==> src/rtl/cpu_axi_pkg.sv <==
// Shared AXI encodings and the state encoding for the instruction-side
// sram-like to AXI read bridge.
package cpu_axi_pkg;

    localparam logic [1:0] AXI_BURST_INCR = 2'b01;
    localparam logic [2:0] AXI_SIZE_WORD  = 3'b010;
    localparam logic [1:0] AXI_RESP_OKAY  = 2'b00;

    localparam logic [2:0] ST_IDLE = 3'd0;
    localparam logic [2:0] ST_AR   = 3'd1;
    localparam logic [2:0] ST_R1   = 3'd2;
    localparam logic [2:0] ST_R2   = 3'd3;
    localparam logic [2:0] ST_RESP = 3'd4;

    typedef enum logic [2:0] {
        S_IDLE = ST_IDLE,
        S_AR   = ST_AR,
        S_R1   = ST_R1,
        S_R2   = ST_R2,
        S_RESP = ST_RESP
    } inst_state_e;

endpackage

==> src/rtl/inst_sram_like_to_axi.sv <==
// Instruction-side sram-like responder: turns one dual-word fetch request
// into a single AXI4 read burst (2 beats inside an 8-byte block, else 1)
// and returns the words with one-cycle data_ok pulses.
module inst_sram_like_to_axi
    import cpu_axi_pkg::*;
#(
    parameter int              ID_W   = 4,
    parameter logic [ID_W-1:0] AXI_ID = '0
) (
    input  logic            clk,
    input  logic            rst,
    input  logic            inst_req,
    input  logic            inst_wr,
    input  logic [1:0]      inst_size,
    input  logic [31:0]     inst_addr,
    input  logic [31:0]     inst_wdata,
    output logic            inst_addr_ok,
    output logic            inst_data_ok1,
    output logic            inst_data_ok2,
    output logic [31:0]     inst_rdata1,
    output logic [31:0]     inst_rdata2,
    output logic            inst_err,
    output logic [ID_W-1:0] arid,
    output logic [31:0]     araddr,
    output logic [7:0]      arlen,
    output logic [2:0]      arsize,
    output logic [1:0]      arburst,
    output logic            arvalid,
    input  logic            arready,
    input  logic [ID_W-1:0] rid,
    input  logic [31:0]     rdata,
    input  logic [1:0]      rresp,
    input  logic            rlast,
    input  logic            rvalid,
    output logic            rready
);

    inst_state_e state_q, state_d;

    logic [31:0] addr_q;
    logic        two_q;
    logic        got2_q;
    logic        err_q;
    logic [31:0] rdata1_q;
    logic [31:0] rdata2_q;

    // Writes, size and rid carry no meaning for a single-outstanding read-only port.
    logic unused_inputs;
    assign unused_inputs = ^{inst_wr, inst_size, inst_wdata, rid};

    logic beat1;
    logic beat2;
    logic resp_bad;
    assign beat1    = (state_q == S_R1) && rvalid;
    assign beat2    = (state_q == S_R2) && rvalid;
    assign resp_bad = (rresp != AXI_RESP_OKAY);

    assign arid        = AXI_ID;
    assign araddr      = addr_q;
    assign inst_rdata1 = rdata1_q;
    assign inst_rdata2 = rdata2_q;

    // State register.
    always_ff @(posedge clk) begin
        // NOTE: sequential state uses non-blocking assignments so every flop
        // samples pre-edge values regardless of statement order.
        if (rst) state_q <= S_IDLE;
        else     state_q <= state_d;
    end

    // Next-state and output decode; AXI address fields only driven while arvalid is high.
    always_comb begin
        // NOTE: every output gets a default first so no path infers a latch.
        state_d       = state_q;
        inst_addr_ok  = 1'b0;
        inst_data_ok1 = 1'b0;
        inst_data_ok2 = 1'b0;
        inst_err      = 1'b0;
        arvalid       = 1'b0;
        arlen         = 8'd0;
        arsize        = 3'b000;
        arburst       = 2'b00;
        rready        = 1'b0;
        case (state_q)
            S_IDLE: begin
                inst_addr_ok = inst_req;
                if (inst_req) state_d = S_AR;
            end
            S_AR: begin
                arvalid = 1'b1;
                arlen   = {7'd0, two_q};
                arsize  = AXI_SIZE_WORD;
                arburst = AXI_BURST_INCR;
                if (arready) state_d = S_R1;
            end
            S_R1: begin
                rready = 1'b1;
                if (rvalid) state_d = (rlast || !two_q) ? S_RESP : S_R2;
            end
            S_R2: begin
                rready = 1'b1;
                if (rvalid) state_d = S_RESP;
            end
            S_RESP: begin
                inst_data_ok1 = 1'b1;
                inst_data_ok2 = got2_q;
                inst_err      = err_q;
                state_d       = S_IDLE;
            end
            default: state_d = S_IDLE;
        endcase
    end

    // Request latch, beat capture and error accumulation.
    always_ff @(posedge clk) begin
        // NOTE: the data registers are reset on purpose: a reset must drop any
        // captured instruction words, not just the control state.
        if (rst) begin
            addr_q   <= 32'd0;
            two_q    <= 1'b0;
            got2_q   <= 1'b0;
            err_q    <= 1'b0;
            rdata1_q <= 32'd0;
            rdata2_q <= 32'd0;
        end else begin
            if (inst_addr_ok) begin
                addr_q <= inst_addr;
                two_q  <= ~inst_addr[2];
            end
            if (beat1) begin
                rdata1_q <= rdata;
                err_q    <= err_q | resp_bad;
                got2_q   <= 1'b0;
            end
            if (beat2) begin
                rdata2_q <= rdata;
                err_q    <= err_q | resp_bad;
                got2_q   <= 1'b1;
            end
            if (state_q == S_RESP) err_q <= 1'b0;
        end
    end

endmodule
==> config.mk <==
export PLATFORM = sky130hd
export DESIGN_NAME = inst_sram_like_to_axi
export DESIGN_NICKNAME = d
export VERILOG_FILES = /design/src/rtl/cpu_axi_pkg.sv /design/src/rtl/inst_sram_like_to_axi.sv
export SDC_FILE = /design/constraint.sdc
export NUM_CORES = 1
export LEC_CHECK = 0
export BUFFER_PORTS_ARGS = -buffer_cell sky130_fd_sc_hd__buf_2
export CORE_MARGIN = 4
export CORE_UTILIZATION = 43
export DETAILED_ROUTE_END_ITERATION = 10
export PLACE_DENSITY = 0.8
export SKIP_CTS_REPAIR_TIMING = 1
export SLEW_MARGIN = 20
export SYNTH_ARGS = -nofsm -noshare
export SYNTH_HDL_FRONTEND = slang
export SYNTH_SLANG_ARGS = --single-unit
export TNS_END_PERCENT = 100
==> constraint.sdc <==
create_clock -name clk -period 1.6 [get_ports clk]
set_input_delay 0 -clock clk [delete_from_list [all_inputs] [get_ports clk]]
set_output_delay 0 -clock clk [all_outputs]
set_load 0.02 [all_outputs]
**Word level (Yosys, flattened, before mapping)**

Index checks and enable logic that the tools add are counted.

- Register bits after elaboration: 102
- Latch bits: 0
- Bits in writable memories: 0
- ROM bits: 0
- Bits of input ports: 111
- Output and inout port bits: 119
- Memories kept: 0

- Add/sub/neg operators: 0
- Multipliers: 0
- Divide/modulo/power cells: 0
- $lt $le $gt $ge: 0
- Equal/unequal tests: 8
- Shift operators: 0
- Muxes and demuxes: 19
- Bitwise logic cells: 2
- Reductions and logical operators: 10

Operator list:

| kind | count |
|---|---|
| $mux 3 | 5 |
| $mux 1 | 12 |
| $pmux 3 s4 | 1 |
| $ne 2x2->1 const B | 4 |
| $eq 3x2->1 const B | 2 |
| $reduce_and 4->1 | 1 |
| $reduce_bool 2->1 | 2 |
| $reduce_or 2->1 | 2 |
| $eq 3x1->1 const B | 1 |
| $eq 3x3->1 const B | 1 |
| $logic_not 3->1 | 1 |
| $logic_and 1x1->1 | 2 |
| $mux 2 | 1 |
| $logic_not 1->1 | 1 |
| $logic_or 1x1->1 | 1 |
| $not 1->1 | 1 |
| $or 1x1->1 | 1 |

**Longest topological paths before layout**

- Depth after elaboration: 5
- Gate-level depth with buffers: 6

**Worst setup path before layout**

OpenSTA, ideal clock, no wires.

- Path type: reg-to-output
- Start: register state_q[2]
- End: output port inst_data_ok2
- Arrival time: 1.590 ns
- Slack: 0.010 ns
- Stages on the path, launching flop included: 4
- Buffers on the path: 1
- Cell sequence: dfxtp_1 > clkbuf_1 > nor3b_1 > and2_1

- Word-level cells in the longest chain between the ends: 2

RTL lines:

| what | RTL line | text |
|---|---|---|
| from (decl) | inst_sram_like_to_axi.sv:38 | `inst_state_e state_q, state_d;` |
| from (signal assigned) | inst_sram_like_to_axi.sv:68 | `else state_q <= state_d;` |
| $eq 3x3->1 | inst_sram_like_to_axi.sv:84 | `case (state_q)` |
| $mux 1 | inst_sram_like_to_axi.sv:84 |  |
| to (decl) | inst_sram_like_to_axi.sv:19 | `output logic inst_data_ok2,` |

Every way passes these cells.

**Worst setup path after layout**

- Start: register state_q[1]
- End: register addr_q[15], in the netlist araddr[15]

- Word-level cells in the longest chain between the ends: 2

RTL lines:

| what | RTL line | text |
|---|---|---|
| $logic_not 3->1 | inst_sram_like_to_axi.sv:84 |  |
| $mux 1 | inst_sram_like_to_axi.sv:84 |  |
| to (signal assigned) | inst_sram_like_to_axi.sv:127 | `addr_q <= inst_addr;` |
| to (decl) | inst_sram_like_to_axi.sv:40 | `logic [31:0] addr_q;` |

Every way passes these cells.
A chain may end at the register's enable or synchronous reset.

==> results_dict.tcl <==
set metrics [dict create \
    status "finished, final reports clean" \
    syn2layout_area_growth_pct 48.11 \
    synth-seq-area-share 0.5415 \
    io_pins 230 \
    irDropWorstVdd_mv 0.5752 \
    chipWidth_um 101.7 \
    end_kind "flop" \
    track_usage 0.1931 \
    grt_overflow_total 0 \
    tritoncts "done" \
    cp_slowest_cell "or4b_4" \
    fin_crit_sh 0.9947 \
    start_kind "flop" \
    layout_setup_ws_ns 0.008542 \
    clk_path_buf_depth 2 \
    gp_congestion 0.7896 \
    clk_latency_ns 0.35 \
    r2r_slack_ns 0.009 \
    die_y_um 101.7 \
    postSynthCellCount 480 \
    ant_nets 0 \
    postPlaceCellArea_um2 4698 \
    cts_made_buffers 9 \
    grt_pass1_vias 3455 \
    synth_area_leaders "dfxtp_1 (54%), nand2_1 (19%), a21oi_1 (13%), buf_4 (3.2%), clkbuf_1 (2.2%)" \
    wl_um 12060 \
    holdCritPathClass "in -> reg" \
    critPathRequiredTime_ns 1.87 \
    synth_top_cell_area_share 0.5415 \
    drive_gt1_frac 0.2983 \
    dr.pass1.iters 4 \
    startpoint "state_q[1]" \
    final-hold-violation-count 0 \
    via_per_inst 4.916 \
    path_class "reg -> reg" \
    path_cells "or4b_4, buf_4, inv_4, nand2_1, a21oi_1" \
    cts_root_buffer "clkbuf_8" \
    cts_max_level 3 \
    grt_max_degree 57 \
    hpwl_um 7555 \
    design.core.area_um2 8382 \
    slowest_delay_ns 0.60 \
    cp_max_fo 17 \
    regToRegStartpoint "state_q[1]" \
    ys_ff_latch 102 \
    total_leakage_power_nw 2.533 \
    post-route-util 0.6664 \
    drc 0 \
    dr.first_iter.drc_count 190 \
    post-place-ws_ns 0.09673 \
    powerDensity_nw_per_um2 956.1 \
    setup_viol 0 \
    syn_area_per_cell_um2 7.856 \
    period_needed_ns 1.591 \
    insertedDiodeCount 0 \
    crit_buf_inv 2 \
    post_drt_wl_per_cell_um 14.72 \
    synth_area_um2 3771 \
    tns_ns 0 \
    final_area_um2 5585 \
    port_buffers 176 \
    vias 4026 \
    antenna_found_initial 0 \
    clk_pin_slew_ns 0.09 \
    cp-endpoint "araddr[15]" \
    worst-path-stages 5 \
    core.rowCount 33 \
    clock-sinks 102 \
    start_util 0.4499 \
    layout_common_cells "nand2_1 (194), buf_2 (175), dfxtp_1 (102), a21oi_1 (98), dlygate4sd3_1 (65)" \
    path_delay_family "simple AND/OR/NAND/NOR gates" \
    r2r_cells 5 \
    finalMaxSlewViolations 0 \
    rr_endpoint "araddr[15]" \
    final_common_cell "nand2_1" \
    cap_viol_max_count 0 \
    skew_ns 0.007954 \
    dieArea_um2 10330 \
    ys_warn_count 0 \
    grt_pass1_wl_um 16060 \
    worst_ep_arrival_time_ns 1.86 \
    finalNetCount 820 \
    fmax_mhz 628.4 \
    synth_top_cell_by_area "dfxtp_1" \
    yosys.cell_types.count 30 \
]
==> per-layer routing <==
metal  global-route usage  vias to the layer above  part of all wire
li1                     -                     1970                 -
met1               0.2226                     1853              0.37
met2               0.3426                      162              0.53
met3              0.04821                       41             0.068
met4              0.07464                        0             0.033
met5                    0                        -                 0
==> metrics by stage <==
| stage | instances | power, mW | hold WS [ns] |
|---|---|---|---|
| after floorplan | 493 | 3.387 | 0.09563 |
| after global placement | 736 | 3.658 | 0.2034 |
| after detailed placement | 736 | 3.688 | 0.2071 |
| after CTS | 752 | 5.232 | -0.1790 |
| after global routing | 819 | 5.602 | 0.03840 |
| final | 819 | 5.340 | 0.04112 |
==> cell usage after synthesis <==
library cell,n
o21a_1,1
clkinv_4,1
or4b_1,1
o21ai_1,1
dfxtp_1,102
nor3b_1,1
buf_2,11
inv_1,2
and3_1,1
nand2b_1,1
nand2_1,194
clkbuf_1,22
nor3_1,2
nand4b_1,1
nor2_1,5
a311oi_1,1
and4b_1,1
and2_1,3
conb_1,1
nand4bb_1,1
a31oi_1,1
nor4b_1,1
nor2b_1,3
a2111oi_0,1
buf_4,16
o21ai_0,2
nor4bb_1,1
a211oi_1,1
buf_6,3
a21oi_1,98
==> worst min-delay path by stage <==
stage,startpoint,to,slack [ns],cells after the start
floorplan,inst_addr[2],two_q,0.1,1
global placement,inst_addr[2],two_q,0.20,2
detailed placement,inst_addr[2],two_q,0.21,2
CTS,inst_addr[2],two_q,-0.18,2
global route,rlast,state_q[1],0.04,4
finish,rresp[0],err_q,0.04,4
==> logic make-up (layout without fill, tap and decap cells) <==
family,count (synthesis),after routing,synth area share
other cells,1,14,0.0009944
compound gates,106,106,0.1443
buf+inv,55,276,0.08162
simple gates,216,216,0.2316
flops,102,102,0.5415
==> tightest hold or removal path, stage by stage <==
cell    delay [ns]
buf_2         0.07
nor2_1        0.03
nor3_1        0.13
o21a_1        0.13
==> report_power, final <==
| part | switching [mW] | internal [mW] | total [mW] |
|---|---|---|---|
| registers | 0.0644 | 2.67 | 2.73 |
| logic | 0.649 | 0.428 | 1.08 |
| clock network | 0.895 | 0.636 | 1.53 |
| total | 1.61 | 3.73 | 5.34 |
==> state kept, by name, summed over array words and instances (netlist names) <==
signal       flops
araddr          32
inst_rdata1     32
inst_rdata2     32
state_q          3
err_q            1
got2_q           1
two_q            1
==> area by class of cell <==
cell class / count / area (um2)
inverter: 3 / 23.77
timing repair inverter: 1 / 6.256
tap: 105 / 131.4
timing repair buffer: 256 / 1684
fill: 686 / 2796
multi-input combinational: 336 / 1505
sequential: 102 / 2042
clock buffer: 10 / 137.6
clock inverter: 6 / 55.05
No activity file was read; power rests on OpenSTA's default activity.
